<file path="src/rtl/mfb_mvb_checker_pkg.sv">
// ----------------------------------------------------------------------------
// mfb_mvb_checker_pkg
// Shared types and width helpers for the MFB/MVB stream checker.
//   err_code_t      : error code reported on err_code
//   sof_pos_width   : bits of one region's SOF block index
//   eof_pos_width   : bits of one region's EOF item index
//   pair_diff_width : bits of the signed MVB-minus-SOF difference
//   region_width    : bits of a region number (at least 1)
// ----------------------------------------------------------------------------
package mfb_mvb_checker_pkg;

   typedef enum logic [1:0] {
      ERR_NONE          = 2'd0,
      ERR_SOF_IN_FRAME  = 2'd1,
      ERR_EOF_NO_FRAME  = 2'd2,
      ERR_PAIR_OVERFLOW = 2'd3
   } err_code_t;

   function automatic int sof_pos_width(input int region_size);
      return (region_size > 1) ? $clog2(region_size) : 1;
   endfunction

   function automatic int eof_pos_width(input int region_size, input int block_size);
      return (region_size * block_size > 1) ? $clog2(region_size * block_size) : 1;
   endfunction

   // One extra bit so +max_outstanding fits, one more for the sign.
   function automatic int pair_diff_width(input int max_outstanding);
      return $clog2(max_outstanding) + 2;
   endfunction

   function automatic int region_width(input int regions);
      return (regions > 1) ? $clog2(regions) : 1;
   endfunction

endpackage

</file>
<file path="src/rtl/mfb_region_frame_step.sv">
// ----------------------------------------------------------------------------
// mfb_region_frame_step
// Combinational frame-state step for one MFB region. Chained across the
// regions of a word, carrying the frame-open flag from region to region.
// Ports:
//   f_in    in  frame open on entry to this region
//   sof     in  start of frame in this region (already gated by acceptance)
//   eof     in  end of frame in this region (already gated by acceptance)
//   sof_pos in  SOF block index inside the region
//   eof_pos in  EOF item index inside the region
//   f_out   out frame open on exit from this region
//   err     out framing violation in this region
//   code    out violation code (ERR_NONE when err=0)
// ----------------------------------------------------------------------------
module mfb_region_frame_step
   import mfb_mvb_checker_pkg::*;
#(
   parameter int REGION_SIZE = 8,
   parameter int BLOCK_SIZE  = 8
)(
   input  logic                                              f_in,
   input  logic                                              sof,
   input  logic                                              eof,
   input  logic [sof_pos_width(REGION_SIZE)-1:0]             sof_pos,
   input  logic [eof_pos_width(REGION_SIZE, BLOCK_SIZE)-1:0] eof_pos,
   output logic                                              f_out,
   output logic                                              err,
   output err_code_t                                         code
);

   localparam int EOF_W  = eof_pos_width(REGION_SIZE, BLOCK_SIZE);
   localparam int BLK_SH = $clog2(BLOCK_SIZE);

   // SOF position converted from blocks to items so it compares with eof_pos.
   logic [EOF_W-1:0] sof_item;
   assign sof_item = EOF_W'(sof_pos) << BLK_SH;

   always_comb begin
      f_out = f_in;
      err   = 1'b0;
      code  = ERR_NONE;
      case ({sof, eof})
         2'b10: begin
            if (f_in) begin
               err  = 1'b1;
               code = ERR_SOF_IN_FRAME;
            end
            f_out = 1'b1;
         end
         2'b01: begin
            if (!f_in) begin
               err  = 1'b1;
               code = ERR_EOF_NO_FRAME;
            end
            f_out = 1'b0;
         end
         2'b11: begin
            if (!f_in) begin
               // Idle on entry: only a whole frame inside the region is legal.
               if (eof_pos >= sof_item) begin
                  f_out = 1'b0;
               end else begin
                  err   = 1'b1;
                  code  = ERR_EOF_NO_FRAME;
                  f_out = 1'b1;
               end
            end else begin
               // Open on entry: the EOF must close it before the new SOF.
               if (eof_pos < sof_item) begin
                  f_out = 1'b1;
               end else begin
                  err   = 1'b1;
                  code  = ERR_SOF_IN_FRAME;
                  f_out = 1'b0;
               end
            end
         end
         default: begin
            f_out = f_in;
         end
      endcase
   end

endmodule

</file>
<file path="config.mk">
export PLATFORM = sky130hd
export DESIGN_NAME = mfb_region_frame_step
export DESIGN_NICKNAME = d
export VERILOG_FILES = /design/src/rtl/mfb_mvb_checker_pkg.sv /design/src/rtl/mfb_region_frame_step.sv
export SDC_FILE = /design/constraint.sdc
export NUM_CORES = 1
export LEC_CHECK = 0
export BUFFER_PORTS_ARGS = -buffer_cell sky130_fd_sc_hd__clkbuf_2
export CAP_MARGIN = 20
export CORE_AREA = 10 10 47 49
export DETAILED_ROUTE_END_ITERATION = 16
export DIE_AREA = 0 0 57 59
export PLACE_DENSITY = 0.31
export SLEW_MARGIN = 5
export SYNTH_ARGS = -nofsm -noshare
export SYNTH_HDL_FRONTEND = slang
export SYNTH_SLANG_ARGS = --single-unit
</file>
<file path="constraint.sdc">
create_clock -name vclk -period 1.55
set_input_delay 0.0775 -clock vclk [all_inputs]
set_output_delay 0.0775 -clock vclk [all_outputs]
set_load 0.01 [all_outputs]
</file>
**Word level (Yosys, flattened, before mapping)**

Index checks and enable logic that the tools add are counted.

- Magnitude comparators: 2
- Equal/unequal tests: 3
- Mux-type cells: 15

Operator list:

| kind | count |
|---|---|
| $mux W1 | 9 |
| $ge A6 B6 Y1 | 1 |
| $lt A6 B6 Y1 | 1 |
| $mux W2 | 3 |
| $pmux W1 S3 | 2 |
| $pmux W2 S3 | 1 |
| $eq A2 B2 Y1 const B | 2 |
| $eq A2 B1 Y1 const B | 1 |

- Bits in registers: 0
- Input bits: 12
- Word-level logic and storage cells: 20

**Logic depth before layout (Yosys ltp)**

Gate-level depths: netlist (run 1).

- Depth after elaboration: 4
- Mapped depth: 6

**Worst setup path before layout (run 1)**

OpenSTA, ideal clock, no wires.

- Kind: input-to-output
- Start point: in sof_pos[2]
- End point: out err
- Arrival time: 1,024 ps
- Data required time: 1,472 ps
- Setup slack: 449 ps
- Cell stages on the path: 6
- Path buffers: 0
- Cells stage by stage: inv_1 -> ha_1 -> nand2_1 -> o21a_1 -> a21oi_2 -> o21bai_1

- Word-level cells in the longest chain between the ends: 4
- Elaborated cells between the ends (all ways): 6

Ends and longest elaborated chain:

| what | RTL line | RTL |
|---|---|---|
| start: declaration | mfb_region_frame_step.sv:24 | `input logic [sof_pos_width(REGION_SIZE)-1:0] sof_pos,` |
| $ge A6 B6 Y1 / $lt A6 B6 Y1 (equally long branches) | mfb_region_frame_step.sv:60, mfb_region_frame_step.sv:69 |  |
| $mux W1 (on tied branches) | mfb_region_frame_step.sv:60, mfb_region_frame_step.sv:69 |  |
| $mux W1 * | mfb_region_frame_step.sv:58 | `if (!f_in) begin` |
| $pmux W1 S3 * | mfb_region_frame_step.sv:42 | `case ({sof, eof})` |
| end: declaration | mfb_region_frame_step.sv:27 | `output logic err,` |

Every way passes the cells marked *; elsewhere a longest branch is shown, timed or not.

**Worst setup path after layout (run 1)**

Same ends and word-level chain as after synthesis.

==> out/metrics.cfg, run 1 <==
[finish]
n_fill_cell=169
drive_gt1_frac=0.528
n_antenna_cell=0
seq_area_um2=0
seq_cell_count=0
clkbuf_count=0
fin_nets=53
final_core_util=0.172
areaGrowthSynthToFinish_pct=70.8
fin_cells=52

[place]
port-buffer-count=16
place.gp.congestion=0.595
dpl.hpwl_um=442
place_inst=52

[drt]
drt-initial-drc-count=4
vias=185
route.detailed.drc=0
avgRoutedWirePerCell_um=8.85
ant_nets=0
firstDrtPassIters=3
viasPerCell=3.56
drt-total-wl_um=460

[grt]
grt_max_degree=5
antenna_found_initial=0
grt_pass1_vias=181
grt_use_total=0.0229
grt_pass1_wl_um=710
grt_overflow_total=0

[min_path]
hold_class=in2out
holdPathStages=3
hp-start=eof
worstHoldEndpoint=code[0]

[floorplanning]
die_h_um=59
pin_count=16
initial_utilization=0.101
fp-row-count=14
fp.dieW_um=57
core_mm2=0.00140
die_area_mm2=0.00336

[setup_path]
critPathMaxFanout=3
crit_type=in2out
required_ps=1470
cpMostUsedCell=clkbuf_2
start_kind=primary input
worst_path_max_delay_cell=ha_1
cpPeakStageDelay_ps=310
path_cells=clkbuf_2, inv_1, ha_1, a21oi_1, o21a_1, a21boi_2, o21bai_1, clkbuf_2
arrival_ps=1240
end_kind=primary output

[synth]
synth_compound_area_frac=0.363
synth_top_family_by_area=compound AO/OA/AOI/OAI gates
syn_area_um2=141
synthMuxAreaShare=0
synth.distinct_cells=13
syn_nets=35
syn_inst=20
synth_fa_ha_area_frac=0.265
yosysWarnings=0
synth_simple_gate_area_frac=0.292
ys_seq_area_frac=0
avgSynthCellArea_um2=7.07
synth-xor-area-share=0

[sta]
slew_violations=0
setup_viol=0
min_period_over_period=0.852
tightest_slew_ps=197
hold_viol=0
max_freq_mhz=758
fin_crit_ps=1320
rsz0062_at_grt=no
fin_tns_setup_ps=0
slew-limit-headroom=0.868

[outcome]
status=complete, no violations

[cts]
cts-hold-fix-buffers=0
ctsResizeCount=0
post-cts-setup-buffers=0

[power]
powerDensity_mw_per_mm2=266
power_leakage_uw=0.000134
ir_worst_vdd_uv=68.5

[run]
maxCapViolCount=0

==> worst max-delay path: cells and delay by family <==
kind / cells / cell delay, ps
AO/OA/AOI/OAI: 4 / 600
adder cells (fa/ha/maj): 1 / 310
buffers and inverters: 3 / 250
==> report_power, final <==
group          internal [uW]  switching (uW)  total, uW
clock                      0               0          0
combinational           32.4            31.9       64.3
sequential                 0               0          0
total                   32.4            31.9       64.3
==> cell usage in the layout (no fill, tap or decap) <==
cell      Yosys  final
a21boi_2      1      1
a21oi_1       2      2
a21oi_2       1      1
clkbuf_2      0     16
ha_1          3      3
inv_1         3      3
nand2_1       3      3
nand2b_1      1      1
nand3_1       1      1
nor2_1        1      1
nor4b_2       1      1
o21a_1        1      1
o21bai_1      1      1
o22ai_1       1      1
==> kinds of logic (layout without fill, tap and decap cells) <==
| kind of cell | after synthesis | in the layout |
|---|---|---|
| fa+ha+maj | 3 | 3 |
| simple gates | 7 | 7 |
| buf+inv | 3 | 19 |
| compound gates | 7 | 7 |
==> final cells by class <==
class | count | area [um^2] | share of cell area
Multi-Input combinational cell | 17 | 130 | 0.539
Inverter | 3 | 11.3 | 0.0466
Tap cell | 16 | 20.0 | 0.0829
Timing Repair Buffer | 16 | 80.1 | 0.332
==> synthesized netlist by cell type <==
| cell type | count | area (um^2) |
|---|---|---|
| ha_1 | 3 | 37.5 |
| a21oi_1 | 2 | 10.0 |
| a21boi_2 | 1 | 11.3 |
| nor2_1 | 1 | 3.75 |
| o21bai_1 | 1 | 7.51 |
| a21oi_2 | 1 | 8.76 |
| o22ai_1 | 1 | 6.26 |
| nand3_1 | 1 | 5.00 |
| nand2_1 | 3 | 11.3 |
| nor4b_2 | 1 | 15.0 |
| nand2b_1 | 1 | 6.26 |
| o21a_1 | 1 | 7.51 |
| inv_1 | 3 | 11.3 |
==> through the flow <==
| step | area (um^2) | power (uW) | hold WS [ps] | worst slack (ps) |
|---|---|---|---|---|
| finish | 241 | 64.3 | 436 | 230 |
| global route | 241 | 72.7 | 462 | 105 |
| CTS | 241 | 65.7 | 440 | 230 |
| detailed placement | 241 | 65.3 | 440 | 233 |
| global placement | 241 | 66.7 | 453 | 256 |
| floorplan | 141 | 34.8 | 206 | 449 |
==> layer usage <==
| metal | part of all wire | up-vias | GRT usage | wire length [um] |
|---|---|---|---|---|
| met5 | 0 | - | 0 | 0 |
| li1 | - | 104 | - | - |
| met4 | 0 | 0 | 0 | 0 |
| met1 | 0.52 | 70 | 0.0331 | 241 |
| met3 | 0.11 | 0 | 0.00858 | 50 |
| met2 | 0.37 | 11 | 0.0326 | 169 |
==> how the worst max path moves through the flow <==
stage / from / end / cells after the start
4_1_cts: sof_pos[2] / err / 8
6_report: sof_pos[2] / err / 8
3_5_place_dp: sof_pos[2] / err / 8
3_3_place_gp: eof_pos[3] / err / 8
2_1_floorplan: sof_pos[2] / err / 6
5_1_grt: sof_pos[2] / err / 8
(Power assumes the default switching activity.)
==> run 2, diff against run 1 <==
- BUFFER_PORTS_ARGS: -buffer_cell sky130_fd_sc_hd__clkbuf_2 -> unset
- CAP_MARGIN: 20 -> 30
- DONT_BUFFER_PORTS: unset -> 1
- PLACE_DENSITY: 0.31 -> 0.3
- SKIP_LAST_GASP: unset -> 1
==> out/metrics.cfg, run 2 (same netlist as run 1, synthesis figures left out) <==
[drt]
firstDrtPassIters=2  ; was 3
vias=143  ; was 185
drt-total-wl_um=491  ; was 460 um
drt-initial-drc-count=3  ; was 4
ant_nets=0  ; unchanged
route.detailed.drc=0  ; unchanged
avgRoutedWirePerCell_um=13.6  ; was 8.85 um
viasPerCell=3.97  ; was 3.56

[grt]
grt_pass1_vias=150  ; was 181
antenna_found_initial=0  ; unchanged
grt_max_degree=5  ; unchanged
grt_use_total=0.0250  ; was 0.0229
grt_pass1_wl_um=724  ; was 710 um
grt_overflow_total=0  ; unchanged

[setup_path]
start_kind=primary input  ; unchanged
critPathMaxFanout=3  ; unchanged
critPathTopFamily=compound AO/OA/AOI/OAI gates  ; unchanged
worst_path_max_delay_cell=ha_1  ; unchanged
cpMostUsedCell=a21oi_1  ; was clkbuf_2
crit_type=in2out  ; unchanged
cp_num_cells=6  ; was 8
cpPeakStageDelay_ps=320  ; was 310 ps
arrival_ps=1160  ; was 1240 ps
path_cells=inv_1, ha_1, a21oi_1, o21a_1, nand2_1, a21oi_1  ; was clkbuf_2, inv_1, ha_1, a21oi_1, o21a_1, a21boi_2, o21bai_1, clkbuf_2
path_buf_inv=1  ; was 3
end_kind=primary output  ; unchanged
required_ps=1470  ; about the same

[power]
power_frac_clock=0  ; about the same
power.switching_uw=24.0  ; was 31.9 uW
power_leakage_uw=0.0000671  ; was 0.000134 uW
p_int_uw=16.9  ; was 32.4 uW
pwr-share-seq=0  ; about the same
p_comb_frac=1.000  ; about the same
switching_share=0.587  ; was 0.496
powerDensity_mw_per_mm2=254  ; was 266 mW/mm^2
ir_worst_vdd_uv=65.9  ; was 68.5 uV

[finish]
seq_area_um2=0  ; unchanged
n_antenna_cell=0  ; unchanged
drive_gt1_frac=0.150  ; was 0.528
areaGrowthSynthToFinish_pct=14.2  ; was 70.8%
design_area_um2=161  ; was 241 um^2
most-common-layout-cells=inv_1 (3), nand2_1 (3), ha_1 (3)  ; was clkbuf_2 (16), inv_1 (3), nand2_1 (3), ha_1 (3), a21oi_1 (2)
fin_cells=36  ; was 52
seq_cell_count=0  ; unchanged
clkbuf_count=0  ; unchanged
fin_nets=37  ; was 53

[min_path]
hold_class=in2out  ; unchanged
holdPathStages=1  ; was 3

[sta]
slew_violations=0  ; unchanged
min_period_over_period=0.797  ; was 0.852
rsz0062_at_grt=no  ; unchanged
hold_viol=0  ; unchanged
fin_tns_setup_ps=0  ; unchanged
max_freq_mhz=809  ; was 758 MHz
worst_slack_ps=315  ; was 230 ps
setup_viol=0  ; unchanged
tightest_slew_ps=297  ; was 197 ps
fin_crit_ps=1240  ; was 1320 ps
slew-limit-headroom=0.803  ; was 0.868

[cts]
cts-hold-fix-buffers=0  ; unchanged
post-cts-setup-buffers=0  ; unchanged
ctsResizeCount=0  ; unchanged

[floorplanning]
core_mm2=0.00140  ; unchanged
initial_utilization=0.101  ; unchanged
die_h_um=59  ; unchanged
fp.dieW_um=57  ; unchanged
die_area_mm2=0.00336  ; unchanged
fp-row-count=14  ; unchanged
pin_count=16  ; unchanged

[place]
port-buffer-count=0  ; was 16
place_inst=36  ; was 52
postPlaceCellArea_um2=161  ; was 241 um^2
post-place-ws_ps=316  ; was 233 ps
place.gp.congestion=0.700  ; was 0.595

[outcome]
status=complete, no violations  ; unchanged

[run]
maxCapViolCount=0  ; unchanged

[run 2: cell count changes in the layout (fill, tap and decap cells not counted)]
cell / previous run / this run
clkbuf_2: 16 / 0
[run 2: through the flow]
stage	total power (uW)	hold slack, ps	utilization
finish	40.9	214	0.115
CTS	41.5	216	0.115
floorplan	34.8	206	-
global placement	40.1	216	0.115
global route	46.3	219	0.115
detailed placement	41.4	216	0.115
[run 2: path summary, 6_finish.rpt]
path	startpoint	to	slack, ps
hold / removal	eof	code[0]	210
setup / recovery	sof_pos[2]	f_out	310
[run 2: routing by layer]
metal,vias up,routed length (um),GRT usage
met5,-,0,0
met4,0,0,0
met3,0,124,0.0258
met2,15,122,0.0233
met1,56,244,0.0366
li1,72,-,-
[run 2: cell type report]
type,count,area (um^2)
fillers,170,1240
inverters,3,11.3
multi-input cells,17,130
well taps,16,20.0
[run 2: power by group through the flow]
| stage | combinational (uW) | sequential, uW | clock, uW |
|---|---|---|---|
| floorplan | 34.8 | 0 | 0 |
| global placement | 40.1 | 0 | 0 |
| detailed placement | 41.4 | 0 | 0 |
| CTS | 41.5 | 0 | 0 |
| global route | 46.3 | 0 | 0 |
| finish | 40.9 | 0 | 0 |
